[src/rtl/ex_pkg.sv]
// Shared definitions for the execute stage: ALU opcodes, divider states and
// constants used by both the ALU wrapper and the iterative divider.
package ex_pkg;

  localparam int XLEN = 32;
  localparam logic [XLEN-1:0] DIV_ZERO_QUOTIENT = 32'hFFFF_FFFF;

  typedef enum logic [3:0] {
    OP_ADD  = 4'd0,
    OP_SUB  = 4'd1,
    OP_AND  = 4'd2,
    OP_OR   = 4'd3,
    OP_XOR  = 4'd4,
    OP_SLT  = 4'd5,
    OP_SLTU = 4'd6,
    OP_SLL  = 4'd7,
    OP_SRL  = 4'd8,
    OP_SRA  = 4'd9,
    OP_LUI  = 4'd10,
    OP_DIV  = 4'd11,
    OP_DIVU = 4'd12,
    OP_REM  = 4'd13,
    OP_REMU = 4'd14
  } aluop_t;

  typedef enum logic [1:0] {
    DIV_IDLE = 2'd0,
    DIV_BUSY = 2'd1,
    DIV_DONE = 2'd2
  } div_state_t;

  // Absolute value for signed divides; unsigned divides pass straight through.
  function automatic logic [XLEN-1:0] magnitude(input logic [XLEN-1:0] value,
                                                input logic is_signed);
    return (is_signed && value[XLEN-1]) ? -value : value;
  endfunction

endpackage

[src/rtl/ex_div_iter.sv]
// Radix-2 restoring divider: one quotient bit per cycle on operand magnitudes,
// with the signs re-applied when the result is presented in DONE.
module div_iter
  import ex_pkg::*;
#(
  parameter int DIV_CYCLES = 32
) (
  input  logic            clk,
  input  logic            reset,
  input  logic            flush,
  input  logic            start,
  input  logic            is_signed,
  input  logic [XLEN-1:0] dividend,
  input  logic [XLEN-1:0] divisor,
  output logic            busy,
  output logic            done,
  output logic [XLEN-1:0] quotient,
  output logic [XLEN-1:0] remainder
);

  localparam int CNT_W = $clog2(DIV_CYCLES);

  div_state_t      state;
  div_state_t      state_next;
  logic [CNT_W-1:0] count;
  logic [XLEN-1:0]  work_q;
  logic [XLEN-1:0]  part_rem;
  logic [XLEN-1:0]  div_mag;
  logic             neg_q;
  logic             neg_r;
  logic [XLEN:0]    shifted;
  logic [XLEN:0]    diff;
  logic             fits;

  // One restoring step: bring down the next dividend bit and trial-subtract.
  assign shifted = {part_rem, work_q[XLEN-1]};
  assign diff    = shifted - {1'b0, div_mag};
  assign fits    = ~diff[XLEN];

  // State register.
  always_ff @(posedge clk or posedge reset) begin
    if (reset) state <= DIV_IDLE;
    else       state <= state_next;
  end

  // Next state: zero divisors skip straight to DONE; flush always wins.
  always_comb begin
    state_next = state;
    case (state)
      DIV_IDLE: if (start) state_next = (divisor == '0) ? DIV_DONE : DIV_BUSY;
      DIV_BUSY: if (count == '0) state_next = DIV_DONE;
      DIV_DONE: state_next = DIV_IDLE;
      default:  state_next = DIV_IDLE;
    endcase
    if (flush) state_next = DIV_IDLE;
  end

  // Datapath registers: operand capture on launch, one iteration per BUSY cycle.
  always_ff @(posedge clk or posedge reset) begin
    if (reset) begin
      count    <= '0;
      work_q   <= '0;
      part_rem <= '0;
      div_mag  <= '0;
      neg_q    <= 1'b0;
      neg_r    <= 1'b0;
    end else if (!flush) begin
      case (state)
        DIV_IDLE: begin
          if (start) begin
            if (divisor == '0) begin
              work_q   <= DIV_ZERO_QUOTIENT;
              part_rem <= dividend;
              div_mag  <= '0;
              neg_q    <= 1'b0;
              neg_r    <= 1'b0;
              count    <= '0;
            end else begin
              work_q   <= magnitude(dividend, is_signed);
              div_mag  <= magnitude(divisor, is_signed);
              part_rem <= '0;
              neg_q    <= is_signed & (dividend[XLEN-1] ^ divisor[XLEN-1]);
              neg_r    <= is_signed & dividend[XLEN-1];
              count    <= CNT_W'(DIV_CYCLES - 1);
            end
          end
        end
        DIV_BUSY: begin
          part_rem <= fits ? diff[XLEN-1:0] : shifted[XLEN-1:0];
          work_q   <= {work_q[XLEN-2:0], fits};
          if (count != '0) count <= count - 1'b1;
        end
        default: ;
      endcase
    end
  end

  // Outputs: status flags and sign-corrected results.
  always_comb begin
    busy      = (state == DIV_BUSY);
    done      = (state == DIV_DONE);
    quotient  = neg_q ? -work_q : work_q;
    remainder = neg_r ? -part_rem : part_rem;
  end

endmodule

[src/rtl/ex.sv]
// Execute stage: combinational ALU plus an iterative divider, with stall and
// write-enable gating toward the memory-stage register.
module ex
  import ex_pkg::*;
#(
  parameter int DIV_CYCLES = 32
) (
  input  logic        clk,
  input  logic        reset,
  input  logic        flush,
  input  logic        id_valid,
  input  logic [3:0]  id_aluop,
  input  logic [31:0] id_reg1,
  input  logic [31:0] id_reg2,
  input  logic        id_we,
  input  logic [4:0]  id_addr,
  output logic        ex_we,
  output logic [4:0]  ex_addr,
  output logic [31:0] ex_data,
  output logic        stall_req
);

  aluop_t      op;
  logic        is_div;
  logic        is_rem;
  logic        is_signed_div;
  logic        alu_defined;
  logic [31:0] alu_result;
  logic        div_start;
  logic        div_busy;
  logic        div_done;
  logic        div_idle;
  logic [31:0] div_quotient;
  logic [31:0] div_remainder;

  assign op            = aluop_t'(id_aluop);
  assign is_div        = (op == OP_DIV) || (op == OP_DIVU) || (op == OP_REM) || (op == OP_REMU);
  assign is_rem        = (op == OP_REM) || (op == OP_REMU);
  assign is_signed_div = (op == OP_DIV) || (op == OP_REM);
  assign div_start     = id_valid & is_div & ~flush;
  assign div_idle      = ~div_busy & ~div_done;

  div_iter #(.DIV_CYCLES(DIV_CYCLES)) u_div (
    .clk       (clk),
    .reset     (reset),
    .flush     (flush),
    .start     (div_start),
    .is_signed (is_signed_div),
    .dividend  (id_reg1),
    .divisor   (id_reg2),
    .busy      (div_busy),
    .done      (div_done),
    .quotient  (div_quotient),
    .remainder (div_remainder)
  );

  // Single-cycle ALU; divide codes yield 0 here since their result comes from the divider.
  always_comb begin
    alu_result  = '0;
    alu_defined = 1'b1;
    case (op)
      OP_ADD:  alu_result = id_reg1 + id_reg2;
      OP_SUB:  alu_result = id_reg1 - id_reg2;
      OP_AND:  alu_result = id_reg1 & id_reg2;
      OP_OR:   alu_result = id_reg1 | id_reg2;
      OP_XOR:  alu_result = id_reg1 ^ id_reg2;
      OP_SLT:  alu_result = {31'b0, $signed(id_reg1) < $signed(id_reg2)};
      OP_SLTU: alu_result = {31'b0, id_reg1 < id_reg2};
      OP_SLL:  alu_result = id_reg1 << id_reg2[4:0];
      OP_SRL:  alu_result = id_reg1 >> id_reg2[4:0];
      OP_SRA:  alu_result = $unsigned($signed(id_reg1) >>> id_reg2[4:0]);
      OP_LUI:  alu_result = id_reg2 << 16;
      OP_DIV, OP_DIVU, OP_REM, OP_REMU: alu_result = '0;
      default: alu_defined = 1'b0;
    endcase
  end

  // Result mux and write/stall gating; reset and flush suppress both immediately.
  always_comb begin
    ex_addr   = id_addr;
    ex_data   = alu_result;
    ex_we     = 1'b0;
    stall_req = (div_idle & div_start) | div_busy;
    if (div_done && is_div) begin
      ex_data = is_rem ? div_remainder : div_quotient;
      ex_we   = id_we;
    end else if (!is_div && alu_defined) begin
      ex_we = id_we & id_valid;
    end
    if (reset || flush) begin
      ex_we     = 1'b0;
      stall_req = 1'b0;
    end
  end

endmodule

[config.mk]
export PLATFORM = sky130hd
export DESIGN_NAME = ex
export DESIGN_NICKNAME = d
export VERILOG_FILES = /design/src/rtl/ex_pkg.sv /design/src/rtl/ex_div_iter.sv /design/src/rtl/ex.sv
export SDC_FILE = /design/constraint.sdc
export NUM_CORES = 1
export LEC_CHECK = 0
export BUFFER_PORTS_ARGS = -buffer_cell sky130_fd_sc_hd__buf_4
export CAP_MARGIN = 10
export CORE_MARGIN = 10
export CORE_UTILIZATION = 40
export DETAILED_ROUTE_END_ITERATION = 10
export SYNTH_ARGS = -nofsm -noshare
export SYNTH_HDL_FRONTEND = slang
export SYNTH_HIERARCHICAL = 1
export SYNTH_SLANG_ARGS = --single-unit
[constraint.sdc]
create_clock -name clk -period 5.1 [get_ports clk]
set_clock_uncertainty 0.2 [all_clocks]
set_input_delay 0.51 -clock clk [delete_from_list [all_inputs] [get_ports clk]]
set_output_delay 0.51 -clock clk [all_outputs]
set_load 0.03 [all_outputs]
-- Yosys cells after proc, flatten, opt, wreduce, memory -nomap -nowiden
Cells that the tools add are included.
- register bits after elaboration: 105
- output and inout bits: 39
- logic and storage cells: 109
- add/sub/neg operators: 8
- $lt $le $gt $ge: 2
- equal/unequal tests: 20
- shift-type cells: 3
- multiplexer cells: 31
- bitwise operators: 16
- reductions and logical operators: 22
- operators by type and width (operator ; number):
    $mux 32 ; 12
    $pmux 32 s11 ; 1
    $neg 32->32 ; 4
    $pmux 32 s2 ; 2
    $lt 32x32->1 ; 2
    $sub 33x32->33 ; 1
    $add 32x32->32 ; 1
    $and 32x32->32 ; 1
    $logic_not 32->1 ; 1
    $or 32x32->32 ; 1
    $shl 32x5->32 ; 1
    $shr 32x5->32 ; 1
    $sshr 32x5->32 ; 1
    $sub 32x32->32 ; 1
    $xor 32x32->32 ; 1
    $eq 4x4->1 const B ; 7
    $eq 4x3->1 const B ; 4
    $mux 5 ; 3
    $reduce_or 15->1 ; 1
    $pmux 5 s2 ; 1
    $eq 4x2->1 const B ; 2
    $mux 2 ; 4
    $and 1x1->1 ; 7
    $mux 1 ; 7
    other kinds (23) ; 35

-- Logic depth before layout (Yosys ltp)
Gate-level depths: netlist of the first run.
- depth in word-level cells: 9
- depth in mapped cells: 16
- gate-level depth less buffers: 16

-- Cells and area by module
Netlist of the first run, hierarchy kept.
- by module, submodules not included (module ; instances ; cells an instance ; area an instance (um^2) ; sequential area each (um^2)):
    div_iter ; 1 ; 1229 ; 9346.5 ; 2627.5
    ex ; 1 ; 1359 ; 9276.4 ; 0.0

-- Least setup slack after synthesis of the first run
No wires, ideal clock.
- kind: input-to-output
- start point: input port id_reg2[2]
- end point: output port ex_data[28]
- data arrival time: 4.382 ns
- setup slack: 0.008 ns
- stages on the path: 16
- path buffers: 5
- cell sequence: buf_1 -> inv_2 -> buf_2 -> buf_1 -> buf_2 -> ha_1 -> buf_2 -> a211oi_2 -> o21bai_1 -> a211o_1 -> a211o_1 -> a221oi_2 -> nor4b_1 -> o311ai_2 -> nand3_1 -> a21oi_1
- longest elaborated chain between the ends: 3
- RTL lines (item ; line ; source):
    from (decl) ; ex.sv:14 ; input logic [31:0] id_reg2,
    $sub 32x32->32, or another cell as far along ; ex.sv:63 ; OP_SUB: alu_result = id_reg1 - id_reg2;
    $pmux 32 s11 (*) ; ex.sv:61 ; case (op)
    $mux 32 (*) ; ex.sv:84 ; if (div_done && is_div) begin
    to (decl) ; ex.sv:19 ; output logic [31:0] ex_data,
Mark *: on every way between the ends. The rest lies on a longest branch, timed or not.

-- Worst setup path in the final report of the first run
- start point: register u_div.part_rem[13]
- end point: output port ex_data[31]
- longest elaborated chain between the ends: 4
- RTL lines (item ; line ; source):
    from (decl) ; ex_div_iter.sv:27 ; logic [XLEN-1:0] part_rem;
    from (signal assigned) ; ex_div_iter.sv:73 ; part_rem <= dividend;
    from (signal assigned) ; ex_div_iter.sv:89 ; part_rem <= fits ? diff[XLEN-1:0] : shifted[XLEN-1:0];
    $neg 32->32 ; ex_div_iter.sv:103 ; remainder = neg_r ? -part_rem : part_rem;
    $mux 32 ; ex_div_iter.sv:103 ;
    named net div_remainder[31] ; ex.sv:34 ; logic [31:0] div_remainder;
    $mux 32 ; ex.sv:85 ; ex_data = is_rem ? div_remainder : div_quotient;
    $mux 32 ; ex.sv:84 ;
The timed path passes the listed nets, and every way through them passes these cells.

==> flow_summary.yaml, run 1 <==
placed_design:
  numPortBuffers: 106
  dpl_worst_slack_ns: 0.0816
  gp_congestion: 1.07
  placed_cell_areas_um2: 20400
  dp.final_hpwl_um: 71500
route:
  drtPass1Iterations: 6
  detail_route.vias_per_cell: 6.69
  drc: 0
  routed-wl-met2_um: 38000
  wl_met1_um: 39200
  dr_total_vias: 21751
  wl_met3_um: 11000
  detail_route.iter0.violations: 3055
  final_antenna_net_count: 0
  routedWlPerCell_um: 28.8
  totalWireLength_um: 93800
  dr.max_layer_used: "met5"
cells_and_area:
  post_route_cells_drive_above_1_share_pct: 13.5
  postLayoutCoreUtil_pct: 45.0
  post-route-cell-area_um2: 20800
  layout.nets: 2864
  layout.filler_cells: 4769
  area.growth.synth_to_final_pct: 11.8
timing:
  grt_setup_unrepaired: "yes"
  timing.final.ws_setup_ns: -0.275
  final-hold-violation-count: 0
  setup_viol_count_final: 2
  max_clock_freq_ghz: 0.186
  fin_crit_sh_pct: 105
  worst_relative_slew_slack_pct: 21.2
  final-max-slew-violation-count: 0
  final.setup.tns_ns: -0.509
  fin_crit_ns: 5.37
  worst-slew-pin-transition_ns: 1.18
  fin_hold_ws_ns: 0.0543
synthesis:
  yosys.area_share.adder_pct: 9.86
  postSynthRegisterBits: 105
  postSynth.asyncResetShare_pct: 100
  synth_top_family_by_area: "compound AO/OA/AOI/OAI gates"
  complex_gate_fraction_of_the_synthesized_area_pct: 32.9
  netlist_area_um2: 18600
  avg_cell_area_syn_um2: 7.20
  synth_top_cell_area_share_pct: 14.1
  synth_ff_type: "sky130_fd_sc_hd__dfrtp_1"
  seq_area_frac_synth_pct: 14.1
  netlist_top_cells_count: "sky130_fd_sc_hd__nand2_1 (277), sky130_fd_sc_hd__o21ai_0 (228), sky130_fd_sc_hd__nor2_1 (226)"
  warnings_from_yosys: 6
  synth_top_cells_by_area: "sky130_fd_sc_hd__dfrtp_1 (14%), sky130_fd_sc_hd__ha_1 (9.5%), sky130_fd_sc_hd__o21ai_0 (6.1%)"
  post-synth-top-count-cell: "sky130_fd_sc_hd__nand2_1"
  synth_top_cell_by_area: "sky130_fd_sc_hd__dfrtp_1"
  post_syn_instances: 2588
  synth-simple-area-share_pct: 19.3
  synth_fp_nets: 2811
  number_of_synthesized_flops_with_an_enable_pin: 0
  number_of_library_cell_types_mapped_by_synthesis: 101
  synth.area.mux_share_pct: 10.0
  synthXorXnorAreaFrac_pct: 6.63
die:
  die_w_um: 236
  dieArea_um2: 55600
  initial_core_util_pct: 40.3
  die_y_um: 236
  boundaryPins: 117
  core_area_um2: 46300
  placement_rows: 79
critical_path:
  worst_path_largest_cell_delay_ns: 0.54
  worst_path_dominant_cell_family: "simple AND/OR/NAND/NOR gates"
  cp_slowest_cell: "sky130_fd_sc_hd__or4_4"
  critical_path.most_common_cell: "sky130_fd_sc_hd__or4_4"
  critical_path_required_ns: 4.39
  path_max_fanout: 3
  timing.critical_path.from_type: "flip-flop"
  crit_chain: "or4_4, or4_4, or2_1, or3_4, or2_4, or4_4, o31ai_4, xnor2_1, mux2i_1, o2111ai_2, nor3_2, or4_1, o21ai_1, buf_4, buf_6"
  endpoint_kind: "output pin"
  path_buf_inv: 2
  crit_arrival_ns: 4.66
  crit_type: "reg2out"
global_route:
  largest_net_degree_at_the_start_of_global_routing: 62
  grt_first_pass_wirelength_um: 136000
  first_global_vias: 20251
  grt_antenna_before_repair: 1
  grt.overflow.total: 0
  globalRouteTotalUtil_pct: 31.9
outcome:
  violations: "setup timing"
  outcome: "finished with violations"
job:
  drv.max_cap_violation_count: 0
pwr:
  total_leakage_power_nw: 8.91
  max-vdd-ir-drop_mv: 0.342
  power_density_nw_per_um2: 438
cts:
  cts_buffers: 9
  tritoncts_num_sinks: 105
  clk-insertion-delay-late_ns: 0.38
  clock-root-buffer: "sky130_fd_sc_hd__clkbuf_16"
  htree_levels: 3
  cts_tree: "built"
  ctsLongestPathBuffers: 2
  clk_pin_slew_worst_paths_ns: 0.08
min_path:
  timing.hold.worst.class: "in2async"
-- cells in the final DEF, fill, tap and decap left out, types with 45 or more instances in the layout --
cell type                   n
sky130_fd_sc_hd__nand2_1  276
sky130_fd_sc_hd__buf_4    227
sky130_fd_sc_hd__nor2_1   226
sky130_fd_sc_hd__o21ai_0  224
sky130_fd_sc_hd__a21oi_1  211
sky130_fd_sc_hd__ha_1     142
sky130_fd_sc_hd__inv_1    138
sky130_fd_sc_hd__dfrtp_1  102
sky130_fd_sc_hd__mux2i_1  100
sky130_fd_sc_hd__xnor2_1   94
sky130_fd_sc_hd__nor3_1    53
sky130_fd_sc_hd__a21o_1    51
sky130_fd_sc_hd__nand3_1   47
sky130_fd_sc_hd__xor2_1    47
sky130_fd_sc_hd__a31oi_1   45
-- state kept, by name, indices dropped and copies added, names as in the netlist --
| signal | cells |
|---|---|
| u_div/part_rem | 32 |
| u_div/state | 2 |
| u_div/div_mag | 32 |
| u_div/work_q | 32 |
| u_div/count | 5 |
| u_div/neg_r | 1 |
| u_div/neg_q | 1 |
-- layout make-up --
type / count / area [um2] / area share (%)
Clock inverter: 6 / 66.3 / 0.318
Antenna cell: 1 / 2.50 / 0.0120
Tap cell: 607 / 759 / 3.65
Sequential cell: 105 / 2630 / 12.6
Clock buffer: 9 / 225 / 1.08
Inverter: 147 / 554 / 2.66
Multi-Input combinational cell: 2148 / 14800 / 71.3
Timing Repair Buffer: 230 / 1750 / 8.39
-- stage by stage --
step                instances  power [W]
finish                   3253    0.00912
detailed placement       3234    0.00809
floorplan                2588    0.00592
global route             3252    0.00974
global placement         3234    0.00801
CTS                      3249    0.00888
-- cells by family (layout without fill, tap and decap cells) --
| logic type | after synthesis | after routing |
|---|---|---|
| AOI/OAI and AO/OA | 941 | 941 |
| xor gates and xnor gates | 141 | 141 |
| adders and majority gates | 145 | 145 |
| buffers and inverters | 335 | 392 |
| DFF | 105 | 105 |
| muxes | 143 | 143 |
| other | 0 | 1 |
| and+or+nand+nor | 778 | 778 |
-- layer usage --
| layer | global-route usage, % | vias up |
|---|---|---|
| met3 | 8.05 | 205 |
| met2 | 44.9 | 1419 |
| li1 | - | 9641 |
| met4 | 17.0 | 2 |
| met5 | 0 | - |
| met1 | 43.7 | 10484 |
-- path summary, 6_finish.rpt --
kind                                         start            endpoint  slack (ns)  cells after the start
worst min register to register    u_div/div_mag[6]    u_div/div_mag[6]        0.28                      2
worst max register to register    u_div/work_q[31]  u_div/part_rem[21]        0.64                     13
min in group clk                             flush      u_div/state[0]        0.23                      2
worst max-delay path            u_div/part_rem[13]         ex_data[31]       -0.27                     15
worst min-delay path                         reset      u_div/state[1]        0.05                      2
max in group asynchronous                    reset   u_div/div_mag[20]        3.43                      3
-- report_power, final --
part           internal (W)  leakage [nW]  switching [W]
clock              0.000381         0.146       0.000365
sequential          0.00121          1.28       0.000492
combinational       0.00247          7.48        0.00421
-- repair_timing --
action / in CTS / in global routing
hold buffers: 0 / 0
pin swaps: 3 / 7
endpoints found under the setup margin: 6 / 8
setup buffers: 0 / 3
resized for setup: 10 / 23
No activity file was read; power rests on OpenSTA's default activity.
==> run 2, diff against run 1 <==
--- a/config.mk
+++ b/config.mk
@@ -12,5 +12,4 @@
 export DETAILED_ROUTE_END_ITERATION = 10
 export SYNTH_ARGS = -nofsm -noshare
 export SYNTH_HDL_FRONTEND = slang
-export SYNTH_HIERARCHICAL = 1
 export SYNTH_SLANG_ARGS = --single-unit
==> constraint.sdc (replaced) <==
create_clock -name clk -period 5.1 [get_ports clk]
set_clock_uncertainty 0.2 [all_clocks]
set_input_delay 0.51 -clock clk [delete_from_list [all_inputs] [get_ports clk]]
set_output_delay 0.51 -clock clk [all_outputs]
set_load 0.02 [all_outputs]
==> flow_summary.yaml, run 2 <==
timing:
  fin_crit_sh_pct: 95.2
  final.setup.tns_ns: 0
  worst-slew-pin-transition_ns: 1.11
  worst_relative_slew_slack_pct: 25.7
  setup_viol_count_final: 0
  final-hold-violation-count: 0
  final-max-slew-violation-count: 0
  max_clock_freq_ghz: 0.206
  fin_crit_ns: 4.85
  grt_setup_unrepaired: "no"
cells_and_area:
  area.growth.synth_to_final_pct: 9.57
  layout.cells.most_common_list: "sky130_fd_sc_hd__nand2_1 (292), sky130_fd_sc_hd__nor2_1 (243), sky130_fd_sc_hd__o21ai_0 (239)"
  largest_registers: "u_div.div_mag x32, u_div.part_rem x32, u_div.work_q x32"
  layout.nets: 2842
  non_filler_cells_in_the_finished_layout: 3224
  post_route_cells_drive_above_1_share_pct: 11.3
  mostFrequentLayoutCell: "sky130_fd_sc_hd__nand2_1"
cts:
  post_cts_hold_buffer_count: 0
  cts_post_setup_buffers_inserted: 0
  ctsLongestPathBuffers: 2
  htree_levels: 3
  cts_buffers: 9
  cts_tree: "built"
  clk-insertion-delay-late_ns: 0.38
  clock-root-buffer: "sky130_fd_sc_hd__clkbuf_16"
  tritoncts_num_sinks: 105
  clk_pin_slew_worst_paths_ns: 0.08
  cts-resized-gates: 0
synthesis:
  number_of_library_cell_types_mapped_by_synthesis: 84
  synth_top_cells_by_area: "sky130_fd_sc_hd__dfrtp_1 (14%), sky130_fd_sc_hd__ha_1 (9.8%), sky130_fd_sc_hd__o21ai_0 (6.5%)"
  seq_area_frac_synth_pct: 14.2
  synth_top_cell_by_area: "sky130_fd_sc_hd__dfrtp_1"
  avg_cell_area_syn_um2: 7.07
  post_syn_instances: 2622
  post-synth-top-count-cell: "sky130_fd_sc_hd__nand2_1"
  postSynth.asyncResetShare_pct: 100
  synth_fp_nets: 2848
  netlist_top_cells_count: "sky130_fd_sc_hd__nand2_1 (292), sky130_fd_sc_hd__nor2_1 (244), sky130_fd_sc_hd__o21ai_0 (239)"
  warnings_from_yosys: 0
  netlist_area_um2: 18500
  synth_top_cell_area_share_pct: 14.2
  synth_ff_type: "sky130_fd_sc_hd__dfrtp_1"
  number_of_synthesized_flops_with_an_enable_pin: 0
  postSynthRegisterBits: 105
global_route:
  globalRouteTotalUtil_pct: 33.9
  first_global_vias: 20355
  met1_usage_pct: 44.2
  grt.met2_usage_pct: 51.7
  grt_busiest_layer: "met2"
  largest_net_degree_at_the_start_of_global_routing: 75
  gr-usage-met3_pct: 5.40
  grt_first_pass_wirelength_um: 143000
  grt_antenna_before_repair: 5
  grt.overflow.total: 0
critical_path:
  endpoint_kind: "output pin"
  crit_arrival_ns: 4.14
  path_max_fanout: 8
  crit_type: "in2out"
  worstRegToRegCells: 14
  worstReg2RegStart: "u_div.work_q[31]"
  r2r_end: "u_div.part_rem[4]"
  reg2reg_setup_slack_ns: 0.41
  worstSetupStartpoint: "id_reg1[0]"
  timing.critical_path.from_type: "input pin"
  critical_path_required_ns: 4.39
job:
  drv.max_cap_violation_count: 0
pwr:
  power_density_nw_per_um2: 307
  total_leakage_power_nw: 8.51
  max-vdd-ir-drop_mv: 0.286
route:
  detail_route.vias_per_cell: 6.75
  totalWireLength_um: 99300
  final_antenna_net_count: 0
  detail_route.iter0.violations: 2926
  drc: 0
  dr_total_vias: 21772
  routedWlPerCell_um: 30.8
  drtPass1Iterations: 6
die:
  die_w_um: 235
  dieArea_um2: 55400
  die_y_um: 235
  core_area_um2: 45600
  initial_core_util_pct: 40.7
  placement_rows: 78
  boundaryPins: 117
outcome:
  outcome: "finished clean"
placed_design:
  gp_congestion: 1.05
  numPortBuffers: 106
  dp.cells: 3205
  dp.final_hpwl_um: 77200
min_path:
  timing.hold.worst.class: "in2async"
run 2: kinds of logic (layout without fill, tap and decap cells):
kind of cell	after synthesis	count (layout)	synth area share, %
XOR/XNOR	160	160	7.56
buffers and inverters	359	358	7.56
adder cells (fa/ha/maj)	148	148	10.1
AO/OA/AOI/OAI	920	920	31.9
multiplexers	111	111	8.51
other	0	3	0
flip-flops	105	105	14.2
AND/OR/NAND/NOR	819	819	20.2
run 2: layout make-up:
type / instances / area [um2]
inverter: 150 / 566
multi-input combinational: 2158 / 14600
antenna: 3 / 7.51
timing repair buffer: 192 / 1520
clock inverter: 7 / 61.3
sequential: 105 / 2630
tap: 600 / 751
clock buffer: 9 / 225
fill: 4820 / 25300
run 2: through the flow:
step / util (%) / power, W / hold WS, ns / cell area, um2 / setup WS, ns
2_1_floorplan: - / 0.00408 / 0.250 / 18500 / 0.250
3_3_place_gp: 43.9 / 0.00537 / 0.263 / 20000 / 0.455
3_5_place_dp: 43.9 / 0.00542 / 0.269 / 20000 / 0.407
4_1_cts: 44.6 / 0.00616 / 0.211 / 20300 / 0.379
5_1_grt: 44.6 / 0.00666 / 0.262 / 20300 / 0.0802
6_report: 44.6 / 0.00625 / 0.180 / 20300 / 0.247
run 2: critical path: stages:
cell and delay [ns]:
sky130_fd_sc_hd__buf_4 0.14, sky130_fd_sc_hd__ha_1 0.25, sky130_fd_sc_hd__fa_1 0.46, sky130_fd_sc_hd__a211oi_1 0.24
sky130_fd_sc_hd__o21bai_1 0.17, sky130_fd_sc_hd__o21ai_0 0.54, sky130_fd_sc_hd__o21ai_0 0.28, sky130_fd_sc_hd__a31oi_1 0.60
sky130_fd_sc_hd__nor3_1 0.10, sky130_fd_sc_hd__a211oi_1 0.30, sky130_fd_sc_hd__xnor2_1 0.17, sky130_fd_sc_hd__o221ai_1 0.17
sky130_fd_sc_hd__buf_4 0.20
run 2: worst max path at each step:
stage | to | cells past startpoint | slack [ns]
after global placement | ex_data[28] | 13 | 0.46
after detailed placement | ex_data[28] | 13 | 0.41
after global routing | ex_data[28] | 13 | 0.08
final | ex_data[28] | 13 | 0.25
after floorplan | ex_data[17] | 15 | 0.25
after CTS | ex_data[28] | 13 | 0.38
run 2: per-layer routing:
layer  vias to the layer above  routed length (um)
met2                      1291               43400
met3                       246                8160
li1                       9572                   -
met5                         -                   9
met1                     10661               40800
met4                         2                6990
run 2: power breakdown:
part / switching [W] / internal [W] / leakage (nW)
registers: 0.000341 / 0.00107 / 1.32
clock network: 0.000369 / 0.000342 / 0.135
logic: 0.00255 / 0.00158 / 7.05
